<file path="src/rtl/imem_loader_pkg.sv">
// -----------------------------------------------------------------------------
// imem_loader_pkg
// Shared definitions for the instruction-memory loader: FSM state encoding
// (3-bit) and the error codes reported on err_code.
// -----------------------------------------------------------------------------
package imem_loader_pkg;

  typedef enum logic [2:0] {
    ST_IDLE = 3'd0,
    ST_LEN0 = 3'd1,
    ST_LEN1 = 3'd2,
    ST_DATA = 3'd3,
    ST_CHK  = 3'd4,
    ST_DONE = 3'd5,
    ST_ERR  = 3'd6
  } state_t;

  localparam logic [1:0] ERR_NONE = 2'b00;
  localparam logic [1:0] ERR_LEN  = 2'b01;
  localparam logic [1:0] ERR_CSUM = 2'b10;

endpackage

</file>
<file path="src/rtl/imem_loader_byte_packer.sv">
// -----------------------------------------------------------------------------
// imem_loader_byte_packer
// Packs a little-endian byte stream into 32-bit words: byte lane 0 lands in
// bits [7:0], lane 3 in bits [31:24]. When the fourth byte of a word is
// accepted, the complete word is registered and o_word_valid pulses for
// exactly one cycle.
//
// Ports:
//   clk, rst_n     clock, asynchronous active-low reset
//   i_clear        restart at lane 0 (beginning of a new load)
//   i_byte_valid   a payload byte is accepted this cycle
//   i_byte         payload byte
//   o_last_lane    the byte accepted this cycle completes a word
//   o_word_valid   registered one-cycle strobe for o_word
//   o_word         packed word {b3,b2,b1,b0}
// -----------------------------------------------------------------------------
module imem_loader_byte_packer (
  input  logic        clk,
  input  logic        rst_n,
  input  logic        i_clear,
  input  logic        i_byte_valid,
  input  logic [7:0]  i_byte,
  output logic        o_last_lane,
  output logic        o_word_valid,
  output logic [31:0] o_word
);

  logic [1:0]  r_lane;
  logic [23:0] r_acc;
  logic        r_word_valid;
  logic [31:0] r_word;

  assign o_last_lane  = (r_lane == 2'd3);
  assign o_word_valid = r_word_valid;
  assign o_word       = r_word;

  // NOTE: sequential state is assigned with <= so every register samples the
  // pre-edge values; blocking = here would create order-dependent races.
  always_ff @(posedge clk or negedge rst_n) begin
    if (!rst_n) begin
      r_lane       <= 2'd0;
      r_acc        <= 24'd0;
      r_word_valid <= 1'b0;
      r_word       <= 32'd0;
    end else begin
      r_word_valid <= 1'b0;
      if (i_clear) begin
        r_lane <= 2'd0;
        r_acc  <= 24'd0;
      end else if (i_byte_valid) begin
        case (r_lane)
          2'd0: r_acc[7:0]   <= i_byte;
          2'd1: r_acc[15:8]  <= i_byte;
          2'd2: r_acc[23:16] <= i_byte;
          default: begin
            r_word       <= {i_byte, r_acc};
            r_word_valid <= 1'b1;
          end
        endcase
        r_lane <= r_lane + 2'd1;
      end
    end
  end

endmodule

</file>
<file path="src/rtl/imem_loader.sv">
// -----------------------------------------------------------------------------
// imem_loader
// Host-side writer for the CPU instruction memory. Receives a length-prefixed
// (16-bit N, little-endian) byte stream, packs 4*N payload bytes into N words
// written to word addresses 0..N-1, and holds the CPU in reset until a
// complete, valid program has been loaded.
//
// Optional feature: define IMEM_LOADER_CHECKSUM_EN to append a one-byte XOR
// checksum of the payload after the data; a mismatch aborts with err_code=10.
//
// Ports:
//   clk, rst_n     clock, asynchronous active-low reset
//   start          one-cycle pulse, begins a new load (ignored mid-load)
//   s_valid/s_data/s_ready   host byte stream handshake
//   imem_we/imem_addr/imem_wdata   registered instruction-memory write port
//   cpu_rst        active-high CPU core reset, low only after a good load
//   busy           load in progress
//   done/error     sticky result of the last load
//   err_code       01 length > DEPTH, 10 checksum mismatch, 00 none
// -----------------------------------------------------------------------------
module imem_loader
  import imem_loader_pkg::*;
#(
  parameter int ADDR_W = 8,
  parameter int DEPTH  = 256
) (
  input  logic              clk,
  input  logic              rst_n,
  input  logic              start,
  input  logic              s_valid,
  input  logic [7:0]        s_data,
  output logic              s_ready,
  output logic              imem_we,
  output logic [ADDR_W-1:0] imem_addr,
  output logic [31:0]       imem_wdata,
  output logic              cpu_rst,
  output logic              busy,
  output logic              done,
  output logic              error,
  output logic [1:0]        err_code
);

  state_t              r_state;
  state_t              w_next_state;
  logic [15:0]         r_len;
  logic [ADDR_W:0]     r_word_cnt;  // one extra bit so N = DEPTH does not wrap
  logic [ADDR_W-1:0]   r_imem_addr;
  logic [1:0]          r_err_code;

  logic                w_accept;
  logic                w_start_ok;
  logic [15:0]         w_len_full;
  logic                w_len_too_big;
  logic                w_len_zero;
  logic                w_data_byte;
  logic                w_last_lane;
  logic                w_last_word;

`ifdef IMEM_LOADER_CHECKSUM_EN
  localparam state_t PAYLOAD_END = ST_CHK;
  logic [7:0]          r_csum;
  logic                w_csum_ok;
  assign w_csum_ok = (s_data == r_csum);
`else
  localparam state_t PAYLOAD_END = ST_DONE;
`endif

  assign w_accept      = s_valid && s_ready;
  assign w_start_ok    = start && ((r_state == ST_IDLE) || (r_state == ST_DONE) ||
                                   (r_state == ST_ERR));
  // Full length as it will be once the LEN1 byte lands this cycle.
  assign w_len_full    = {s_data, r_len[7:0]};
  assign w_len_too_big = {1'b0, w_len_full} > 17'(DEPTH);
  assign w_len_zero    = (w_len_full == 16'd0);
  assign w_data_byte   = w_accept && (r_state == ST_DATA);
  assign w_last_word   = w_data_byte && w_last_lane &&
                         ((17'(r_word_cnt) + 17'd1) == {1'b0, r_len});

  imem_loader_byte_packer u_packer (
    .clk          (clk),
    .rst_n        (rst_n),
    .i_clear      (w_start_ok),
    .i_byte_valid (w_data_byte),
    .i_byte       (s_data),
    .o_last_lane  (w_last_lane),
    .o_word_valid (imem_we),
    .o_word       (imem_wdata)
  );

  // State register
  always_ff @(posedge clk or negedge rst_n) begin
    if (!rst_n) r_state <= ST_IDLE;
    else        r_state <= w_next_state;
  end

  // Next-state logic
  // NOTE: every variable written in a combinational block gets a default
  // first, so no path leaves it unassigned and no latch is inferred.
  always_comb begin
    w_next_state = r_state;
    case (r_state)
      ST_IDLE, ST_DONE, ST_ERR: begin
        if (start) w_next_state = ST_LEN0;
      end
      ST_LEN0: begin
        if (w_accept) w_next_state = ST_LEN1;
      end
      ST_LEN1: begin
        if (w_accept) begin
          if (w_len_too_big)   w_next_state = ST_ERR;
          else if (w_len_zero) w_next_state = PAYLOAD_END;
          else                 w_next_state = ST_DATA;
        end
      end
      ST_DATA: begin
        if (w_last_word) w_next_state = PAYLOAD_END;
      end
`ifdef IMEM_LOADER_CHECKSUM_EN
      ST_CHK: begin
        if (w_accept) w_next_state = w_csum_ok ? ST_DONE : ST_ERR;
      end
`endif
      default: w_next_state = ST_IDLE;
    endcase
  end

  // Outputs decoded from the current state; done/error are sticky because
  // DONE and ERR are only left through a new start.
  always_comb begin
    s_ready = 1'b0;
    busy    = 1'b0;
    cpu_rst = 1'b1;
    done    = 1'b0;
    error   = 1'b0;
    case (r_state)
      ST_LEN0, ST_LEN1, ST_DATA, ST_CHK: begin
        s_ready = 1'b1;
        busy    = 1'b1;
      end
      ST_DONE: begin
        cpu_rst = 1'b0;
        done    = 1'b1;
      end
      ST_ERR:  error = 1'b1;
      default: ;
    endcase
  end

  // Datapath: length, word address, error code. The instruction memory itself
  // lives outside this block and is never cleared; aborted loads leave their
  // partial writes behind while the CPU stays in reset.
  always_ff @(posedge clk or negedge rst_n) begin
    if (!rst_n) begin
      r_len       <= 16'd0;
      r_word_cnt  <= '0;
      r_imem_addr <= '0;
      r_err_code  <= ERR_NONE;
    end else if (w_start_ok) begin
      r_len      <= 16'd0;
      r_word_cnt <= '0;
      r_err_code <= ERR_NONE;
    end else if (w_accept) begin
      case (r_state)
        ST_LEN0: r_len[7:0] <= s_data;
        ST_LEN1: begin
          r_len[15:8] <= s_data;
          if (w_len_too_big) r_err_code <= ERR_LEN;
        end
        ST_DATA: begin
          if (w_last_lane) begin
            r_imem_addr <= r_word_cnt[ADDR_W-1:0];
            r_word_cnt  <= r_word_cnt + {{ADDR_W{1'b0}}, 1'b1};
          end
        end
`ifdef IMEM_LOADER_CHECKSUM_EN
        ST_CHK: begin
          if (!w_csum_ok) r_err_code <= ERR_CSUM;
        end
`endif
        default: ;
      endcase
    end
  end

`ifdef IMEM_LOADER_CHECKSUM_EN
  always_ff @(posedge clk or negedge rst_n) begin
    if (!rst_n)           r_csum <= 8'd0;
    else if (w_start_ok)  r_csum <= 8'd0;
    else if (w_data_byte) r_csum <= r_csum ^ s_data;
  end
`endif

  assign imem_addr = r_imem_addr;
  assign err_code  = r_err_code;

endmodule

</file>
<file path="config.mk">
export PLATFORM = sky130hd
export DESIGN_NAME = imem_loader
export DESIGN_NICKNAME = d
export VERILOG_FILES = /design/src/rtl/imem_loader_pkg.sv /design/src/rtl/imem_loader_byte_packer.sv /design/src/rtl/imem_loader.sv
export SDC_FILE = /design/constraint.sdc
export NUM_CORES = 1
export LEC_CHECK = 0
export BUFFER_PORTS_ARGS = -buffer_cell sky130_fd_sc_hd__buf_4
export CORE_UTILIZATION = 30
export CTS_BUF_LIST = sky130_fd_sc_hd__clkbuf_4 sky130_fd_sc_hd__clkbuf_8
export DETAILED_ROUTE_END_ITERATION = 12
export PLACE_DENSITY = 0.61
export SLEW_MARGIN = 20
export SYNTH_ARGS = -nofsm -noshare
export SYNTH_HDL_FRONTEND = slang
export SYNTH_SLANG_ARGS = --single-unit
</file>
<file path="constraint.sdc">
create_clock -name clk -period 1.83 [get_ports clk]
set_input_delay 0.183 -clock clk [delete_from_list [all_inputs] [get_ports clk]]
set_output_delay 0.183 -clock clk [all_outputs]
set_load 0.02 [all_outputs]
</file>
# Word-level counts from Yosys, hierarchy flattened
# Index checks and enable logic that the tools add are counted.
# word_totals
word_cells,98
reg_bits,97
out_inout_bits,48
# classes
n_reduce_logical,33
n_lt_le_gt_ge,1
n_mux,33
n_addsub,3
n_eq_ne,14
bitwise,2
# ops
operator,count
24-bit 2-to-1 mux,2
8-bit 2-to-1 mux,5
9-bit 2-to-1 mux,4
16-bit 2-to-1 mux,2
2-bit nonzero test,10
3-bit 2-to-1 mux,6
10-bit by 16-bit == test with 1-bit output,1
16-bit by 9-bit > comparator with 1-bit output (second input constant),1
16-bit zero test,1
2-bit 2-to-1 mux,6
3-bit one-hot mux with 4 select lines,1
9-bit by 1-bit adder with 10-bit output (second input constant),1
2-bit AND reduction,5
9-bit by 1-bit adder with 9-bit output (second input constant),1
3-bit == test (second input constant),3
3-bit AND reduction,3
2-bit inequality test (second input constant),4
4-bit AND reduction,2
1-bit 2-to-1 mux,7
3-bit by 2-bit == test with 1-bit output (second input constant),2
3-bit OR reduction,2
1-bit logical AND,5
2-bit == test (second input constant),2
4-bit OR reduction,1
7 further kinds,9

# Depth between registers and ports, before layout
# Gate-level depths: netlist of the first run.
# depth
depth_word,9
depth_mapped,8

# Cells and area by module
# A second synthesis of the first run with hierarchy kept.
# unflattened
cells_unflattened,421
hier_area_um2,4707.0
# modules_own_cells
mod,instances,cells_each,area_each_um2,seq_area_each_um2
imem_loader_byte_packer,1,194,2650.0,1476.4
imem_loader,1,227,2057.0,925.9

# Least setup slack after synthesis of the first run
# OpenSTA, ideal clock, no wires.
# synth_path
path_type,flip-flop to flip-flop
from,register r_word_cnt[0]
to,register r_state[2]
arrival_ns,1.792
slack_ns,-0.086
period_less_slack_ns,1.916
path_stages_with_launch,8
cell_sequence,dfrtp_1 ha_1 nand2_2 o311a_1 mux2_2 a22oi_2 nor4_2 a211o_1
# synth_via
elab_chain_cells,5
# synth_lines
item,line,rtl
start: declaration,imem_loader.sv:46,logic [ADDR_W:0] r_word_cnt;
start signal: assignment,imem_loader.sv:172,"r_word_cnt <= r_word_cnt + {{ADDR_W{1'b0}}, 1'b1};"
9-bit by 1-bit adder with 10-bit output,imem_loader.sv:77,"((17'(r_word_cnt) + 17'd1) == {1'b0, r_len});"
10-bit by 16-bit == test with 1-bit output,imem_loader.sv:77,
1-bit logical AND,imem_loader.sv:76,assign w_last_word = w_data_byte && w_last_lane &&
2-bit inequality test (no line),--,
4-bit AND reduction (no line),--,
end signal: assignment,imem_loader.sv:93,else r_state <= w_next_state;
end: declaration,imem_loader.sv:43,state_t r_state;
# No other way between the ends.
# A chain may end at the register's enable or synchronous reset.

# Final worst setup path of the first run
# layout_path
from,register r_word_cnt[1]
to,register r_state[2]
# Same word-level chain as after synthesis.

==> impl_metrics.json, run 1 <==
{
  "drv_slew": 0,
  "synthFlopType": "dfrtp_1",
  "final_nets": 521,
  "critPathCapture": "r_state[2]",
  "drcViolationCount": 0,
  "reg2reg_depth": 7,
  "synth-seq-cells": 96,
  "worst_slew_pin_slew_ns": 0.571,
  "synthCells": 419,
  "drive_gt1_frac": 0.358,
  "synth_warnings": 0,
  "h-tree-depth": 3,
  "dieArea_sq_um": 15300,
  "wl_met1_mm": 5.15,
  "row_count": 44,
  "totalPowerFinal_mw": 7.77,
  "clock_tree.root_cell": "clkbuf_8",
  "ys_seq_area_frac": 0.541,
  "setup.worst_path.start": "r_word_cnt[1]",
  "grt_overflow": 0,
  "crit_path_max_fanout": 3,
  "path_depth": 7,
  "finalCritPeriodShare": 1.03,
  "via_count": 3434,
  "synthTopCellsByCount": "dfrtp_1, nand2_1, a21oi_1",
  "finalHoldViolCount": 0,
  "yosysMostFrequentCell": "dfrtp_1",
  "setup_violations": 1,
  "drtIter0Drc": 227,
  "leakage_nw": 2.72,
  "r2r-start": "r_word_cnt[1]",
  "synth_edf_count": 0,
  "dr.max_layer_used": "met4",
  "max_cap_viol_count": 0,
  "antenna_found_initial": 0,
  "met3WireLength_um": 538,
  "crit_family": "compound AO/OA/AOI/OAI gates",
  "final_util": 0.388,
  "fill_cells": 1427,
  "routed_via_density": 4.96,
  "setup_ws_ns": -0.0524,
  "clk_latency_ns": 0.38,
  "synth.largest_area_cell": "dfrtp_1",
  "hp-class": "in2reg",
  "cts_buffer_depth": 2,
  "cts_made_buffers": 9,
  "synthesis.area_sq_um": 4440,
  "finalClockSkew_ns": 0.0161,
  "violations": "setup timing",
  "final_antenna_net_count": 0,
  "pre_cts_slack_ns": -0.0339,
  "wl_met2_mm": 5.17,
  "cp_num_buf_inv": 0,
  "reg2reg_slack_ns": -0.05,
  "cp-start-kind": "flip-flop",
  "cts_tree": "yes",
  "dr.pass1.iters": 6,
  "end_kind": "flip-flop",
  "grt_pass1_wl_mm": 17.9,
  "cp_cell_sequence": "ha_4 > nand2_4 > o311a_1 > mux2_4 > a22oi_2 > nor4_4 > a211o_1",
  "synth_top_area_frac": 0.541,
  "timing.fmax_mhz": 531,
  "grt_pass1_vias": 3435,
  "fin_setup_tns_ns": -0.0524,
  "slew_headroom": 0.620,
  "power.density_nw_per_um2": 1390,
  "slowest_stage": "dfrtp_1",
  "cts.sinks": 96,
  "track_usage": 0.155,
  "io_pins": 60,
  "stdcell_count": 692,
  "holdWs_ns": 0.117,
  "portBuffers": 58,
  "place_area_sq_um": 5260,
  "grt_max_degree": 43,
  "area_growth_pct": 26.5,
  "post_drt_wl_per_cell_um": 16.0,
  "ys_types": 50,
  "die_y_um": 124,
  "yosys-top-cells-area": "dfrtp_1, mux2_2, nand2_1",
  "outcome": "finished with violations",
  "rsz0062_at_grt": "yes",
  "drt-total-wl_mm": 11.1,
  "vdd_drop_max_v": 0.000756,
  "crit_arrival_ns": 2.15,
  "fin_area_sq_um": 5610,
  "core_sq_um": 14500,
  "synth_fp_nets": 437,
  "die_x_um": 124,
  "synthArstFlopShare": 1.00,
  "period_minus_slack_ns": 1.88,
  "post-place-cells": 672,
  "timing.rr.end": "r_state[2]",
  "antennaDiodeCount": 0,
  "gp_congestion": 0.815,
  "initial_core_util": 0.307,
  "hpwl_mm": 7.71,
  "cp_data_required_time_ns": 2.10,
  "path_clk_slew_ns": 0.09,
  "slowest_delay_ns": 0.42,
  "path_class": "reg2reg",
  "avgSynthCellArea_sq_um": 10.6
}
[cells in the final DEF, fill, tap and decap left out, types with 6 or more instances in the layout]
cell type	count
buf_4	96
mux2_2	40
o21ai_0	9
nand3_1	29
nor2_1	10
dfrtp_1	94
a21oi_1	49
nand2_1	72
xor2_1	7
inv_1	6
clkbuf_8	10
xnor2_1	8
[cell families after synthesis]
| logic type | Yosys count | synth area share |
|---|---|---|
| fa+ha+maj | 6 | 0.0169 |
| compound gates | 80 | 0.104 |
| simple gates | 145 | 0.160 |
| buf+inv | 34 | 0.0409 |
| flops | 96 | 0.541 |
| xor+xnor | 16 | 0.0316 |
| mux | 41 | 0.104 |
| other cells | 1 | 0.000845 |
[how the worst min path moves through the flow]
stage               startpoint             endpoint  cells past startpoint
finish               s_data[4]             r_len[4]                      3
global route         s_data[2]            r_len[10]                      3
detailed placement       rst_n  u_packer.o_word[15]                      1
CTS                  s_data[4]             r_len[4]                      3
floorplan                rst_n          err_code[0]                      0
global placement         rst_n  u_packer.o_word[15]                      1
[timing repair]
action | in CTS | in global routing
buffers inserted | 3 | 0
cloned | 0 | 0
endpoints found under the setup margin | 3 | 47
endpoints found under the hold margin | 40 | 0
gates resized for setup | 8 | 12
hold buffers | 1 | 0
pin swaps | 6 | 6
[state kept, by name (all words and copies together) (netlist names)]
name,count
err_code,1
u_packer.r_acc,24
u_packer.o_word,32
u_packer.r_lane,2
r_word_cnt,9
imem_addr,8
r_state,3
r_len,16
u_packer.o_word_valid,1
[tightest hold or removal path: cells and delay by family]
| family | cells | cell delay [ns] |
|---|---|---|
| AOI/OAI and AO/OA | 1 | 0.05 |
| buffers and inverters | 1 | 0.16 |
| and+or+nand+nor | 1 | 0.06 |
[where the power goes]
group | internal (mW) | total [mW] | switching (mW)
registers | 2.73 | 3.15 | 0.423
clock network | 0.961 | 1.71 | 0.746
logic | 1.27 | 2.91 | 1.64
total | 4.96 | 7.77 | 2.81
[cell type report]
| type | instances | area [sq um] | area share |
|---|---|---|---|
| Inverter | 7 | 26.3 | 0.00468 |
| Clock buffer | 11 | 145 | 0.0259 |
| Clock inverter | 5 | 104 | 0.0185 |
| Tap cell | 184 | 230 | 0.0410 |
| Sequential cell | 96 | 2400 | 0.428 |
| Timing Repair Buffer | 100 | 773 | 0.138 |
| Multi-Input combinational cell | 289 | 1930 | 0.344 |
[metal layers]
layer,vias to the layer above,GRT usage
li1,1612,-
met5,-,0
met4,0,0.0527
met1,1737,0.207
met3,10,0.0403
met2,75,0.242
Note: power is estimated with default switching activity, not from simulation.
==> inputs of run 2 (changes only) <==
- CORE_ASPECT_RATIO: default -> 1.75
==> run 2 against run 1 <==
Effect of this change:
- the flow now finishes without violations
- first-iteration DRC count is 21% lower
- final cell count is 1.0% lower
- total power is 3.0% lower
- clock skew is 0.0060 ns lower
- sequential power hardly changed
- non-clock buffer count is 2 lower
- via count is 2.3% lower
- sequential share of layout area is 0.43 points higher
- largest cell class unchanged
==> impl_metrics.json, run 2 (same netlist as run 1, synthesis figures left out) <==
{
  "row_count": 58,
  "post-place-cells": 663,
  "fin_setup_tns_ns": 0,
  "vdd_drop_max_v": 0.000592,
  "holdWs_ns": 0.136,
  "initial_core_util": 0.307,
  "crit_arrival_ns": 2.04,
  "gp_congestion": 0.798,
  "h-tree-depth": 3,
  "core_sq_um": 14400,
  "cp_data_required_time_ns": 2.09,
  "pre_cts_slack_ns": -0.0385,
  "slew_headroom": 0.633,
  "hp-class": "in2reg",
  "antennaDiodeCount": 0,
  "setup_violations": 0,
  "grt_pass1_wl_mm": 17.7,
  "grt_overflow": 0,
  "path_class": "reg2reg",
  "drcViolationCount": 0,
  "crit_path_max_fanout": 4,
  "leakage_nw": 2.68,
  "finalHoldViolCount": 0,
  "hold_depth": 3,
  "finalClockSkew_ns": 0.0101,
  "largest_reg_flops": 32,
  "io_pins": 60,
  "cts_made_buffers": 9,
  "routed_via_density": 4.90,
  "die_y_um": 163,
  "setup_ws_ns": 0.0471,
  "die_x_um": 93.9,
  "mostFrequentLayoutCells": "dfrtp_1, buf_4, nand2_1, a21oi_1, mux2_2",
  "final_common_cell": "dfrtp_1",
  "via_count": 3354,
  "fill_cells": 1403,
  "dr.pass1.iters": 4,
  "cts_tree": "yes",
  "cts_buffer_depth": 2,
  "worst_slew_pin_slew_ns": 0.546,
  "cts.sinks": 96,
  "hpwl_mm": 7.80,
  "grt_pass1_vias": 3480,
  "antenna_found_initial": 0,
  "setup.worst_path.start": "r_word_cnt[1]",
  "grt_max_degree": 41,
  "clk_latency_ns": 0.36,
  "cp-start-kind": "flip-flop",
  "r2r-start": "r_word_cnt[1]",
  "period_minus_slack_ns": 1.78,
  "portBuffers": 58,
  "path_clk_slew_ns": 0.09,
  "clock_tree.root_cell": "clkbuf_8",
  "drv_slew": 0,
  "final_nets": 519,
  "drt-total-wl_mm": 10.7,
  "max_cap_viol_count": 0,
  "drive_gt1_frac": 0.356,
  "drtIter0Drc": 179,
  "reg2reg_depth": 7,
  "worstHoldStart": "s_data[0]",
  "finalCritPeriodShare": 0.974,
  "track_usage": 0.151,
  "post_drt_wl_per_cell_um": 15.6,
  "stdcell_count": 685,
  "dieArea_sq_um": 15300,
  "outcome": "complete, no violations",
  "power.density_nw_per_um2": 1360,
  "area_growth_pct": 25.2,
  "final_antenna_net_count": 0,
  "end_kind": "flip-flop",
  "timing.fmax_mhz": 561,
  "rsz0062_at_grt": "yes"
}
[run 2: path summary, 6_finish.rpt]
kind,to,slack [ns]
worst max-delay path,r_state[2],0.05
worst min-delay path,r_len[0],0.14
worst max register to register,r_state[2],0.05
worst min register to register,u_packer.o_word[19],0.51
max in group asynchronous,u_packer.r_acc[8],0.83
min in group asynchronous,u_packer.o_word[17],0.33
[run 2: final cells by class]
| class | count | area (sq um) | share of cell area |
|---|---|---|---|
| Clock inverter | 5 | 81.3 | 0.0146 |
| Clock buffer | 10 | 138 | 0.0248 |
| Tap cell | 180 | 225 | 0.0405 |
| Inverter | 7 | 26.3 | 0.00473 |
| Sequential cell | 96 | 2400 | 0.433 |
| Multi-Input combinational cell | 289 | 1920 | 0.345 |
| Timing Repair Buffer | 98 | 762 | 0.137 |
[run 2: critical path: stages, from the launching register on]
cell and delay [ns]:
dfrtp_1 0.41, ha_4 0.17, nand2_4 0.06, o311a_1 0.29
mux2_2 0.27, a22oi_2 0.16, nor4_2 0.08, a211o_1 0.23
[run 2: power by group]
part	internal (mW)	switching, mW
Sequential	2.73	0.418
Combinational	1.26	1.60
Clock	0.800	0.739
Total	4.79	2.75
[run 2: timing repair]
item / 4_1_cts / 5_1_grt
pin swaps: 6 / 6
endpoints found under the setup margin: 2 / 49
hold endpoints to repair: 35 / 0
gates resized for setup: 8 / 10
buffers inserted: 6 / 0
hold buffers: 1 / 0
[run 2: through the flow]
stage / instance area (sq um) / utilization / power (mW)
2_1_floorplan: 4450 / - / 4.95
3_3_place_gp: 5220 / 0.361 / 5.86
3_5_place_dp: 5220 / 0.361 / 5.96
5_1_grt: 5560 / 0.385 / 8.03
4_1_cts: 5520 / 0.382 / 7.58
6_report: 5560 / 0.385 / 7.54
[run 2: per-layer routing]
metal | wire (um) | global-route usage | up-vias
li1 | - | - | 1616
met2 | 5780 | 0.273 | 77
met5 | 0 | 0 | -
met1 | 4270 | 0.170 | 1644
met4 | 227 | 0.0629 | 0
met3 | 397 | 0.0266 | 17
